## src/rtl/sum_normalizer.sv

```systemverilog
// Post-add normalization stage: converts the adder's two's-complement sum to
// sign-magnitude and normalizes the leading one to bit 7 under a valid/ready handshake.
module sum_normalizer #(
  parameter int EXP_W = 5,
  parameter int SUM_W = 10
) (
  input  logic             clk,
  input  logic             rst,
  input  logic             in_valid,
  output logic             in_ready,
  input  logic [SUM_W-1:0] in_sum,
  input  logic [EXP_W-1:0] in_exp,
  output logic             out_valid,
  input  logic             out_ready,
  output logic             out_sign,
  output logic [EXP_W-1:0] out_exp,
  output logic [SUM_W-3:0] out_man,
  output logic             out_zero,
  output logic             out_unf,
  output logic             out_ovf
);

  // state | meaning
  // IDLE  | waiting for an input sum, in_ready high
  // NORM  | one normalization step per cycle (right shift, left shift or terminal check)
  // DONE  | result presented, waiting for out_ready
  localparam logic [1:0] IDLE = 2'd0;
  localparam logic [1:0] NORM = 2'd1;
  localparam logic [1:0] DONE = 2'd2;

  localparam logic [EXP_W-1:0] EXP_ONE = 1;
  localparam logic [EXP_W-1:0] EXP_MAX = '1;

  logic [1:0]       state_q, state_d;
  logic             sign_q, sign_d;
  logic [EXP_W-1:0] exp_q, exp_d;
  logic [SUM_W-2:0] mag_q, mag_d;
  logic             zero_q, zero_d;
  logic             unf_q, unf_d;
  logic             ovf_q, ovf_d;

  logic [SUM_W-1:0] neg_sum;
  logic [SUM_W-2:0] in_mag;

  // The most negative sum has no representable magnitude; saturate it.
  always_comb begin
    neg_sum = -in_sum;
    in_mag  = in_sum[SUM_W-2:0];
    if (in_sum[SUM_W-1]) begin
      if (neg_sum[SUM_W-1]) in_mag = '1;
      else                  in_mag = neg_sum[SUM_W-2:0];
    end
  end

  assign in_ready = (state_q == IDLE) && !rst;

  always_comb begin
    state_d = state_q;
    sign_d  = sign_q;
    exp_d   = exp_q;
    mag_d   = mag_q;
    zero_d  = zero_q;
    unf_d   = unf_q;
    ovf_d   = ovf_q;
    case (state_q)
      IDLE: begin
        if (in_valid) begin
          state_d = NORM;
          sign_d  = in_sum[SUM_W-1];
          mag_d   = in_mag;
          exp_d   = in_exp;
          zero_d  = 1'b0;
          unf_d   = 1'b0;
          ovf_d   = 1'b0;
        end
      end
      NORM: begin
        if (mag_q == '0) begin
          sign_d  = 1'b0;
          exp_d   = '0;
          zero_d  = 1'b1;
          state_d = DONE;
        end else if (mag_q[SUM_W-2] && exp_q == EXP_MAX) begin
          mag_d   = '0;
          ovf_d   = 1'b1;
          state_d = DONE;
        end else if (mag_q[SUM_W-2]) begin
          mag_d   = {1'b0, mag_q[SUM_W-2:1]};
          exp_d   = exp_q + EXP_ONE;
          state_d = DONE;
        end else if (mag_q[SUM_W-3]) begin
          state_d = DONE;
        end else if (exp_q == '0) begin
          unf_d   = 1'b1;
          state_d = DONE;
        end else begin
          mag_d   = {mag_q[SUM_W-3:0], 1'b0};
          exp_d   = exp_q - EXP_ONE;
        end
      end
      DONE: begin
        if (out_ready) state_d = IDLE;
      end
      default: state_d = IDLE;
    endcase
  end

  always_ff @(posedge clk) begin
    if (rst) begin
      state_q <= IDLE;
      sign_q  <= 1'b0;
      exp_q   <= '0;
      mag_q   <= '0;
      zero_q  <= 1'b0;
      unf_q   <= 1'b0;
      ovf_q   <= 1'b0;
    end else begin
      state_q <= state_d;
      sign_q  <= sign_d;
      exp_q   <= exp_d;
      mag_q   <= mag_d;
      zero_q  <= zero_d;
      unf_q   <= unf_d;
      ovf_q   <= ovf_d;
    end
  end

  assign out_valid = (state_q == DONE);
  assign out_sign  = sign_q;
  assign out_exp   = exp_q;
  assign out_man   = mag_q[SUM_W-3:0];
  assign out_zero  = zero_q;
  assign out_unf   = unf_q;
  assign out_ovf   = ovf_q;

endmodule

```

## config.mk

```make
export PLATFORM = sky130hd
export DESIGN_NAME = sum_normalizer
export DESIGN_NICKNAME = d
export VERILOG_FILES = /design/src/rtl/sum_normalizer.sv
export SDC_FILE = /design/constraint.sdc
export NUM_CORES = 1
export LEC_CHECK = 0
export CAP_MARGIN = 15
export CORE_ASPECT_RATIO = 0.75
export CORE_MARGIN = 2
export CORE_UTILIZATION = 50
export DETAILED_ROUTE_END_ITERATION = 12
export HOLD_SLACK_MARGIN = 0.06
export PLACE_DENSITY_LB_ADDON = 0.05
export SYNTH_ARGS = -nofsm -noshare
export SYNTH_HDL_FRONTEND = slang
export SYNTH_SLANG_ARGS = --single-unit
```

## constraint.sdc

```tcl
create_clock -name clk -period 2.33 [get_ports clk]
set_clock_uncertainty 0.1 [all_clocks]
set_input_delay 0.466 -clock clk [delete_from_list [all_inputs] [get_ports clk]]
set_output_delay 0.466 -clock clk [all_outputs]
set_load 0.05 [all_outputs]
```

==> results of run 1 <==
-- how the worst max path moves through the flow --
stage	start	to	slack [ns]	depth (start not counted)
floorplan	rst	in_ready	0.06	2
global placement	in_sum[0]	mag_q[4]$_SDFFE_PP0P_	-0.03	8
detailed placement	in_sum[0]	mag_q[4]$_SDFFE_PP0P_	-0.06	8
CTS	mag_q[7]$_SDFFE_PP0P_	out_man[7]	0.16	1
global route	in_sum[0]	mag_q[4]$_SDFFE_PP0P_	0.02	8
finish	mag_q[7]$_SDFFE_PP0P_	out_man[7]	0.16	1
-- through the flow --
stage	total power [mW]	setup slack [ns]
5_1_grt	2.70	0.0247
6_report	2.52	0.160
2_1_floorplan	1.82	0.0587
4_1_cts	2.51	0.163
3_3_place_gp	2.20	-0.0328
3_5_place_dp	2.23	-0.0639
-- registers in the layout (all words and copies together), names as in the netlist --
register / flops
mag_q: 9
out_exp: 5
out_ovf: 1
out_sign: 1
out_unf: 1
out_zero: 1
state_q: 2
-- layout make-up --
cell class	count	share of cell area (%)
clock buffer	4	2.65
inverter	7	1.26
multi-input combinational	162	49.8
sequential	20	19.3
tap	38	2.29
timing repair buffer	55	24.7
-- metal layers --
metal  up-vias  GRT usage, %
met5         -             0
met4         0          11.4
met3        15          6.24
met2        87          36.5
met1       749          36.9
li1        845             -
-- cells by family after synthesis --
kind of cell | after synthesis | synth area share [%]
and+or+nand+nor | 79 | 25.1
adders and majority gates | 5 | 4.45
xor gates and xnor gates | 4 | 2.23
DFF | 20 | 25.4
AOI/OAI and AO/OA | 68 | 30.2
muxes | 6 | 3.82
buffers and inverters | 28 | 8.74
-- synth_stat cells (3+ instances only) --
library cell               count  area, um2
sky130_fd_sc_hd__a211oi_1      9       67.6
sky130_fd_sc_hd__a21o_1        4       30.0
sky130_fd_sc_hd__a21oi_1      20        100
sky130_fd_sc_hd__a31oi_1       7       43.8
sky130_fd_sc_hd__buf_4         8       60.1
sky130_fd_sc_hd__clkbuf_1     11       41.3
sky130_fd_sc_hd__dfxtp_1      20        400
sky130_fd_sc_hd__ha_1          4       50.1
sky130_fd_sc_hd__inv_1         7       26.3
sky130_fd_sc_hd__mux2i_1       6       60.1
sky130_fd_sc_hd__nand2_1      16       60.1
sky130_fd_sc_hd__nand3_1       6       30.0
sky130_fd_sc_hd__nor2_1       28        105
sky130_fd_sc_hd__nor2b_1       3       18.8
sky130_fd_sc_hd__nor3_1        6       30.0
sky130_fd_sc_hd__nor4_1        4       25.0
sky130_fd_sc_hd__o211ai_1      8       60.1
sky130_fd_sc_hd__o21ai_0       6       30.0
-- tightest hold or removal path, cell delays in order (launching register included) --
cell and delay (ns):
sky130_fd_sc_hd__dfxtp_1 0.31, sky130_fd_sc_hd__nand2_1 0.05, sky130_fd_sc_hd__a21oi_1 0.05
-- placed cells by master, fill, tap and decap left out, types with 4 or more instances in the layout --
cell,count
sky130_fd_sc_hd__a211oi_1,9
sky130_fd_sc_hd__a21o_1,4
sky130_fd_sc_hd__a21oi_1,20
sky130_fd_sc_hd__a31oi_1,7
sky130_fd_sc_hd__buf_4,19
sky130_fd_sc_hd__clkbuf_8,4
sky130_fd_sc_hd__clkdlybuf4s50_1,35
sky130_fd_sc_hd__dfxtp_1,20
sky130_fd_sc_hd__ha_1,4
sky130_fd_sc_hd__inv_1,7
sky130_fd_sc_hd__mux2i_1,6
sky130_fd_sc_hd__nand2_1,16
sky130_fd_sc_hd__nand3_1,6
sky130_fd_sc_hd__nor2_1,28
sky130_fd_sc_hd__nor3_1,6
sky130_fd_sc_hd__nor4_1,4
sky130_fd_sc_hd__o211ai_1,8
sky130_fd_sc_hd__o21ai_0,6
-- power groups by stage --
stage,Clock [mW],Sequential [mW],Combinational [mW]
after floorplan,0,0.697,1.12
after global placement,0,0.591,1.61
after detailed placement,0,0.598,1.63
after CTS,0.276,0.590,1.64
after global routing,0.288,0.613,1.80
final,0.275,0.596,1.65
-- what timing repair did --
item                                    CTS  global route
hold buffers                              0             0
buffers inserted                          0             0
endpoints found under the setup margin    0             1
==> results.json, run 1 <==
{
  "status": "complete, no violations",
  "netlist_cell_types": 44,
  "wl_met2_mm": 1.69,
  "finish.net_count": 273,
  "drt-wirelength-per-cell_um": 14.5,
  "row_count": 17,
  "switching_power_mw": 1.25,
  "postLayoutCoreUtil_pct": 69.8,
  "register_to_register_setup_slack_ns": 0.24,
  "comb_power_share_pct": 65.4,
  "fin_cells": 286,
  "worstMarginPinSlew_ns": 0.507,
  "timing_worst_setup_path_type": "reg2out",
  "antenna_found_initial": 0,
  "crit_path_cell_trace": "clkdlybuf4s50_1",
  "final_layout_size_suffix_gt1_share_pct": 13.3,
  "achievable-frequency_mhz": 461,
  "first_global_vias": 1488,
  "power.clock.fraction_pct": 10.9,
  "power.ir.vdd_worst_v": 0.000586,
  "ys.flop_type": "sky130_fd_sc_hd__dfxtp_1",
  "timing.hold.worst_path_depth": 2,
  "worstPathRequired_ns": 1.76,
  "average_cell_area_after_synthesis_um2": 7.50,
  "total_of_fill_cells_in_the_finished_design": 244,
  "placed_cells_incl_taps": 282,
  "port_buffers": 37,
  "synth.ff_latch_count": 20,
  "reg2reg_from": "mag_q[1]$_SDFFE_PP0P_",
  "hold_removal_path_class": "reg2reg",
  "die_area_um2": 3620,
  "setup_tns_ns": 0,
  "grt_pass1_wl_mm": 6.89,
  "p_per_area_nw_per_um2": 1210,
  "worst_hold_startpoint": "out_zero$_SDFFE_PP0P_",
  "dp_hpwl_mm": 3.11,
  "start_util_pct": 52.9,
  "synth_seq_area_share_pct": 25.4,
  "vias": 1696,
  "cp_top_family": "buffers and inverters",
  "maxcap_violations": 0,
  "cpPeakStageDelay_ns": 0.86,
  "synth_edf_count": 0,
  "drt-pass1-iter-count": 5,
  "postRouteAntennaNets": 0,
  "worst_rel_slew_slack_pct": 66.1,
  "cts_buffers": 3,
  "timing.reg2reg.worst_path_depth": 5,
  "layout.area.seq_um2": 400,
  "syn_nets": 234,
  "clkTransAtPathRegs_ns": 0.07,
  "post_synth_inst_count": 210,
  "synth-warning-count": 0,
  "final_max_slew_viol_count": 0,
  "finalHoldViolations": 0,
  "holdWs_ns": 0.361,
  "synthToLayoutAreaGrowth_pct": 32.0,
  "power.share.switching_pct": 49.7,
  "grtUsageTotal_pct": 25.9,
  "maxUsedRoutingLayer": "met4",
  "tritoncts": "done",
  "critPathBufInv": 1,
  "postLayoutCellArea_um2": 2080,
  "wl_met3_um": 330,
  "post_cts_resized": 0,
  "grt_setup_unrepaired": "no",
  "worst_r2r_endpoint": "out_exp[4]$_SDFFE_PP0P_",
  "power_leakage_nw": 0.776,
  "start_kind": "flop",
  "routed_via_density": 5.93,
  "synthesis.area_um2": 1570,
  "overflow": 0,
  "final_min_period_over_clock_period_pct": 93.1,
  "endpoint_kind": "output pin",
  "critPathMaxFanout": 8,
  "htree_levels": 1,
  "clock_tree.buffer_depth": 2,
  "routed_wirelength_mm": 4.13,
  "met1Wirelength_mm": 2.02,
  "fp.coreArea_um2": 2980,
  "ys_async_sr_fraction_pct": 0,
  "cell_at_the_root_of_the_clock_tree": "sky130_fd_sc_hd__clkbuf_8",
  "detailed_route_iter0_violations": 118,
  "clkSinkCount": 20,
  "pin_count": 38,
  "min_period_ns": 2.17,
  "cp_data_arrival_time_ns": 1.60,
  "setup_viol": 0,
  "cell_internal_power_mw": 1.27,
  "post-route-drc-count": 0,
  "grt_max_degree": 23,
  "end_point_of_the_most_critical_hold_path": "out_zero$_SDFFE_PP0P_",
  "die_x_um": 68.8,
  "gp_congestion": 0.920,
  "vert_die_dim_um": 52.6,
  "total_area_of_multi_input_combinational_cells_um2": 1040,
  "critPathSlowestCell": "sky130_fd_sc_hd__clkdlybuf4s50_1",
  "power.share.sequential_pct": 23.7,
  "placed_area_um2": 2020,
  "n_antenna_cell": 0,
  "worst_skew_pair.late_latency_ns": 0.27
}
Power figures use the tool's default switching activity.
==> inputs of run 2 (changes only) <==
--- a/config.mk
+++ b/config.mk
@@ -8,7 +8,7 @@
 export CAP_MARGIN = 15
 export CORE_ASPECT_RATIO = 0.75
 export CORE_MARGIN = 2
-export CORE_UTILIZATION = 50
+export CORE_UTILIZATION = 40
 export DETAILED_ROUTE_END_ITERATION = 12
 export HOLD_SLACK_MARGIN = 0.06
 export PLACE_DENSITY_LB_ADDON = 0.05
==> run 2 against run 1 <==
Clock-buffer cell count down 1. Worst hold slack better by 0.0029 ns. Core utilization down 13 points. First-iteration DRC count up 130%. Critical endpoint is now mag_q[4]$_SDFFE_PP0P_.
==> results.json, run 2 (synthesized netlist as in run 1, its figures left out) <==
{
  "status": "complete, no violations",
  "timing.critical_path.to": "mag_q[4]$_SDFFE_PP0P_",
  "reg2reg_from": "mag_q[1]$_SDFFE_PP0P_",
  "drt-wirelength-per-cell_um": 14.2,
  "finalHoldViolations": 0,
  "postRouteAntennaNets": 0,
  "post_cts_resized": 0,
  "final_max_slew_viol_count": 0,
  "detailed_route_iter0_violations": 276,
  "worst_rel_slew_slack_pct": 61.9,
  "mostFrequentLayoutCells": "sky130_fd_sc_hd__clkdlybuf4s50_1, sky130_fd_sc_hd__nor2_1, sky130_fd_sc_hd__buf_4",
  "row_count": 19,
  "vert_die_dim_um": 58.3,
  "power.ir.vdd_worst_v": 0.000561,
  "cell_internal_power_mw": 1.23,
  "post-route-drc-count": 0,
  "first_global_vias": 1479,
  "finish.net_count": 275,
  "cts_buffers": 3,
  "final_common_cell": "sky130_fd_sc_hd__clkdlybuf4s50_1",
  "power_leakage_nw": 0.782,
  "vias": 1697,
  "final_layout_size_suffix_gt1_share_pct": 14.5,
  "cpPeakStageDelay_ns": 0.46,
  "comb_power_share_pct": 66.9,
  "achievable-frequency_mhz": 460,
  "worst_r2r_endpoint": "out_exp[4]$_SDFFE_PP0P_",
  "maxUsedRoutingLayer": "met4",
  "hold_removal_path_class": "reg2reg",
  "grt_setup_unrepaired": "no",
  "critPathMaxFanout": 3,
  "clkTransAtPathRegs_ns": 0.07,
  "die_x_um": 76.4,
  "power.share.switching_pct": 50.5,
  "antenna_found_initial": 0,
  "routed_wirelength_mm": 4.28,
  "htree_levels": 1,
  "count_of_buffers_added_by_post_cts_timing_repair_for_setup": 0,
  "p_per_area_nw_per_um2": 1190,
  "largest_reg_flops": 9,
  "critPathLaunch": "in_sum[0]",
  "postLayoutCoreUtil_pct": 56.6,
  "grt_pass1_wl_mm": 6.99,
  "dp_hpwl_mm": 3.30,
  "min_period_ns": 2.18,
  "grtUsageTotal_pct": 19.3,
  "critPathSlowestCell": "sky130_fd_sc_hd__or3b_2",
  "clkSinkCount": 20,
  "worst_skew_pair.late_latency_ns": 0.26,
  "overflow": 0,
  "max_flop_register": "mag_q",
  "postLayoutSetupSlackWorst_ns": 0.154,
  "timing_worst_setup_path_type": "in2reg",
  "maxcap_violations": 0,
  "endpoint_kind": "flop",
  "ctsHoldBuffers": 0,
  "start_kind": "primary input",
  "cell_at_the_root_of_the_clock_tree": "sky130_fd_sc_hd__clkbuf_8",
  "final_min_period_over_clock_period_pct": 93.4,
  "synthToLayoutAreaGrowth_pct": 33.4,
  "post-place-ws_ns": -0.137,
  "switching_power_mw": 1.26,
  "port_buffers": 37,
  "crit_path_cell_trace": "clkdlybuf4s50_1 -> inv_1 -> ha_1 -> or3b_2 -> and3_1 -> o21ai_0 -> a21oi_1 -> a211oi_2",
  "timing.reg2reg.worst_path_depth": 5,
  "met1Wirelength_mm": 2.11,
  "power.share.sequential_pct": 23.9,
  "pin_count": 38,
  "drt-pass1-iter-count": 4,
  "total_of_fill_cells_in_the_finished_design": 348,
  "wl_met2_mm": 1.76,
  "tritoncts": "done",
  "power.clock.fraction_pct": 9.1,
  "setup_viol": 0,
  "register_to_register_setup_slack_ns": 0.21,
  "wl_met3_um": 350,
  "grt_max_degree": 23,
  "worstMarginPinSlew_ns": 0.567,
  "gp_congestion": 0.859,
  "routed_via_density": 5.64,
  "die_area_um2": 4460,
  "fp.coreArea_um2": 3710,
  "clock_tree.buffer_depth": 2,
  "start_util_pct": 42.4,
  "worstPathRequired_ns": 2.41,
  "n_antenna_cell": 0,
  "cp_data_arrival_time_ns": 2.26
}
[run 2: changes by cell type in the layout (fill, tap and decap cells not counted), sizes merged]
cell | previous run | this run
clkdlybuf4s50 | 35 | 34
buf | 20 | 23
clkbuf | 4 | 3
[run 2: worst min path at each step]
stage | startpoint | endpoint | slack [ns] | depth (start not counted)
final | out_zero$_SDFFE_PP0P_ | out_zero$_SDFFE_PP0P_ | 0.36 | 2
after global routing | out_sign$_SDFFE_PP0P_ | out_sign$_SDFFE_PP0P_ | 0.40 | 2
after CTS | out_zero$_SDFFE_PP0P_ | out_zero$_SDFFE_PP0P_ | 0.36 | 2
after detailed placement | out_zero$_SDFFE_PP0P_ | out_zero$_SDFFE_PP0P_ | 0.35 | 2
after global placement | out_zero$_SDFFE_PP0P_ | out_zero$_SDFFE_PP0P_ | 0.35 | 2
after floorplan | state_q[1]$_SDFFE_PP0P_ | state_q[0]$_SDFFE_PP0P_ | 0.39 | 1
[run 2: worst max-delay path, delay by kind of cell]
| family | cells | cell delay (ns) |
|---|---|---|
| AO/OA/AOI/OAI | 3 | 0.49 |
| adder cells (fa/ha/maj) | 1 | 0.18 |
| buffers and inverters | 2 | 0.48 |
| AND/OR/NAND/NOR | 2 | 0.65 |
[run 2: through the flow]
step	TNS [ns]	area [um2]	std cells	power (mW)	hold WS, ns
final	0	2100	301	2.49	0.364
after global routing	0	2100	301	2.64	0.398
after CTS	0	2090	301	2.49	0.363
after detailed placement	-0.200	2050	298	2.25	0.349
after global placement	-0.0412	2050	298	2.22	0.345
after floorplan	0	1570	210	1.82	0.388
[run 2: power groups by stage]
stage	Combinational [mW]	Clock, mW	Sequential, mW
CTS	1.66	0.233	0.594
global placement	1.63	0	0.596
detailed placement	1.65	0	0.600
finish	1.67	0.228	0.597
floorplan	1.12	0	0.697
global route	1.79	0.244	0.613
[run 2: routing by layer]
layer  up-vias  track usage (%)
met2        74             28.7
met5         -                0
li1        850                -
met3         9             3.68
met1       764             29.0
met4         0             4.42
[run 2: final cells by class]
type | count | area, um2 | area share, %
Timing Repair Buffer | 57 | 526 | 25.0
Tap cell | 52 | 65.1 | 3.10
Multi-Input combinational cell | 162 | 1040 | 49.6
Inverter | 7 | 26.3 | 1.25
Sequential cell | 20 | 400 | 19.1
Clock buffer | 3 | 41.3 | 1.97
==> inputs of run 3 (changes only) <==
==> constraint.sdc (replaced) <==
create_clock -name clk -period 2.63 [get_ports clk]
set_clock_uncertainty 0.1 [all_clocks]
set_input_delay 0.526 -clock clk [delete_from_list [all_inputs] [get_ports clk]]
set_output_delay 0.526 -clock clk [all_outputs]
set_load 0.05 [all_outputs]
==> run 3 against run 2 <==
First-iteration DRC count fell by 21%. Core utilization down 1.0 points. Worst hold slack improved by 0.0030 ns. Combinational power is 12% lower. Clock power fell by 13%. Non-clock buffer count is 5 lower. Register-to-register slack improved by 0.29 ns.
==> results.json, run 3 (synthesized netlist as in run 1, its figures left out) <==
{
  "clkSinkCount": 20,
  "worst_skew_pair.late_latency_ns": 0.25,
  "post_cts_resized": 0,
  "achievable-frequency_mhz": 430,
  "final_max_slew_viol_count": 0,
  "worst_rel_slew_slack_pct": 61.8,
  "timing.reg2reg.worst_path_depth": 5,
  "die_x_um": 76.4,
  "final_min_period_over_clock_period_pct": 88.4,
  "routed_via_density": 5.61,
  "max_flop_register": "mag_q",
  "maxcap_violations": 0,
  "reg2reg_from": "mag_q[4]$_SDFFE_PP0P_",
  "critPathSlowestCell": "sky130_fd_sc_hd__clkdlybuf4s50_1",
  "fp.coreArea_um2": 3710,
  "grt_pass1_wl_mm": 7.45,
  "n_antenna_cell": 0,
  "status": "complete, no violations",
  "count_of_buffers_added_by_post_cts_timing_repair_for_setup": 0,
  "clkTransAtPathRegs_ns": 0.07,
  "ctsHoldBuffers": 0,
  "cp_top_family": "buffers and inverters",
  "pin_count": 38,
  "port_buffers": 37,
  "antenna_found_initial": 0,
  "gr-usage-met3_pct": 5.21,
  "setup_viol": 0,
  "dp_hpwl_mm": 3.29,
  "row_count": 19,
  "first_global_vias": 1530,
  "cts_buffers": 3,
  "vias": 1662,
  "vert_die_dim_um": 58.3,
  "final_layout_size_suffix_gt1_share_pct": 11.5,
  "tritoncts": "done",
  "power_leakage_nw": 0.753,
  "largest_reg_flops": 9,
  "postRouteAntennaNets": 0,
  "die_area_um2": 4460,
  "final_common_cell": "sky130_fd_sc_hd__clkdlybuf4s50_1",
  "worst-path-stages": 2,
  "grt_setup_unrepaired": "no",
  "critPathMaxFanout": 7,
  "postLayoutSetupSlackWorst_ns": 0.304,
  "drt-pass1-iter-count": 5,
  "grt_use_met1_pct": 30.1,
  "cpPeakStageDelay_ns": 0.83,
  "grtUsageMet2_pct": 31.1,
  "p_per_area_nw_per_um2": 1070,
  "finish.net_count": 270,
  "register_to_register_setup_slack_ns": 0.50,
  "htree_levels": 1,
  "power.ir.vdd_worst_v": 0.000531,
  "post-route-drc-count": 0,
  "endpoint_kind": "output pin",
  "synthToLayoutAreaGrowth_pct": 31.0,
  "crit_path_cell_trace": "nor2b_1 -> clkdlybuf4s50_1",
  "totalPowerFinal_mw": 2.20,
  "cp_data_arrival_time_ns": 1.70,
  "mostFrequentLayoutCells": "sky130_fd_sc_hd__clkdlybuf4s50_1, sky130_fd_sc_hd__nor2_1, sky130_fd_sc_hd__a21oi_1, sky130_fd_sc_hd__dfxtp_1, sky130_fd_sc_hd__nand2_1",
  "start_kind": "flop",
  "min_period_ns": 2.33,
  "cell_at_the_root_of_the_clock_tree": "sky130_fd_sc_hd__clkbuf_8",
  "start_util_pct": 42.4,
  "worst_r2r_endpoint": "out_exp[4]$_SDFFE_PP0P_",
  "hold_removal_path_class": "reg2reg",
  "timing.critical_path.to": "out_valid",
  "postLayoutCoreUtil_pct": 55.6,
  "gp_congestion": 0.879,
  "worstPathRequired_ns": 2.00,
  "busiest_layer": "met2",
  "detailed_route_iter0_violations": 219,
  "finalHoldViolations": 0,
  "post-place-ws_ns": 0.125,
  "grt_max_degree": 23,
  "grtUsageTotal_pct": 20.7,
  "routed_wirelength_mm": 4.34,
  "overflow": 0,
  "total_of_fill_cells_in_the_finished_design": 359,
  "critPathLaunch": "state_q[1]$_SDFFE_PP0P_",
  "drt-wirelength-per-cell_um": 14.7,
  "timing_worst_setup_path_type": "reg2out",
  "critPathBufInv": 1,
  "setup_tns_ns": 0,
  "clock_tree.buffer_depth": 2,
  "worstMarginPinSlew_ns": 0.568
}
run 3: worst reg2reg max path: stages, from the launching register on:
cell and delay [ns]:
sky130_fd_sc_hd__dfxtp_1 0.37, sky130_fd_sc_hd__or4_4 0.58, sky130_fd_sc_hd__or2_4 0.27, sky130_fd_sc_hd__a32oi_4 0.40, sky130_fd_sc_hd__mux2i_1 0.22, sky130_fd_sc_hd__o21ai_0 0.09
run 3: final cells by class:
| cell class | count | area [um2] | share of cell area [%] |
|---|---|---|---|
| clock buffers | 3 | 41.3 | 2.00 |
| flip-flops and latches | 20 | 400 | 19.4 |
| well taps | 52 | 65.1 | 3.16 |
| inverters | 7 | 26.3 | 1.27 |
| multi-input cells | 162 | 1040 | 50.2 |
| repair buffers | 52 | 493 | 23.9 |
run 3: how the worst min path moves through the flow:
| stage | startpoint | to | slack, ns | cells past startpoint |
|---|---|---|---|---|
| CTS | out_zero$_SDFFE_PP0P_ | out_zero$_SDFFE_PP0P_ | 0.37 | 2 |
| global placement | out_zero$_SDFFE_PP0P_ | out_zero$_SDFFE_PP0P_ | 0.35 | 2 |
| detailed placement | out_zero$_SDFFE_PP0P_ | out_zero$_SDFFE_PP0P_ | 0.35 | 2 |
| global route | out_zero$_SDFFE_PP0P_ | out_zero$_SDFFE_PP0P_ | 0.39 | 2 |
| finish | out_zero$_SDFFE_PP0P_ | out_zero$_SDFFE_PP0P_ | 0.37 | 2 |
| floorplan | state_q[1]$_SDFFE_PP0P_ | state_q[0]$_SDFFE_PP0P_ | 0.39 | 1 |
run 3: layer usage:
metal	vias up	wire (um)
met5	-	0
met4	0	20
met3	4	343
met2	68	1870
met1	756	2110
li1	834	-
run 3: report_power, final:
part	switching (mW)	total (mW)	leakage [nW]	internal (mW)
Sequential	0.130	0.528	0.165	0.398
Combinational	0.883	1.47	0.566	0.589
Clock	0.0958	0.198	0.0216	0.102
Total	1.11	2.20	0.753	1.09
run 3: per-stage QoR:
stage / cell area [um2] / instances / hold slack, ns
2_1_floorplan: 1570 / 210 / 0.388
3_3_place_gp: 2020 / 293 / 0.346
3_5_place_dp: 2020 / 293 / 0.353
4_1_cts: 2060 / 296 / 0.370
5_1_grt: 2060 / 296 / 0.386
6_report: 2060 / 296 / 0.367
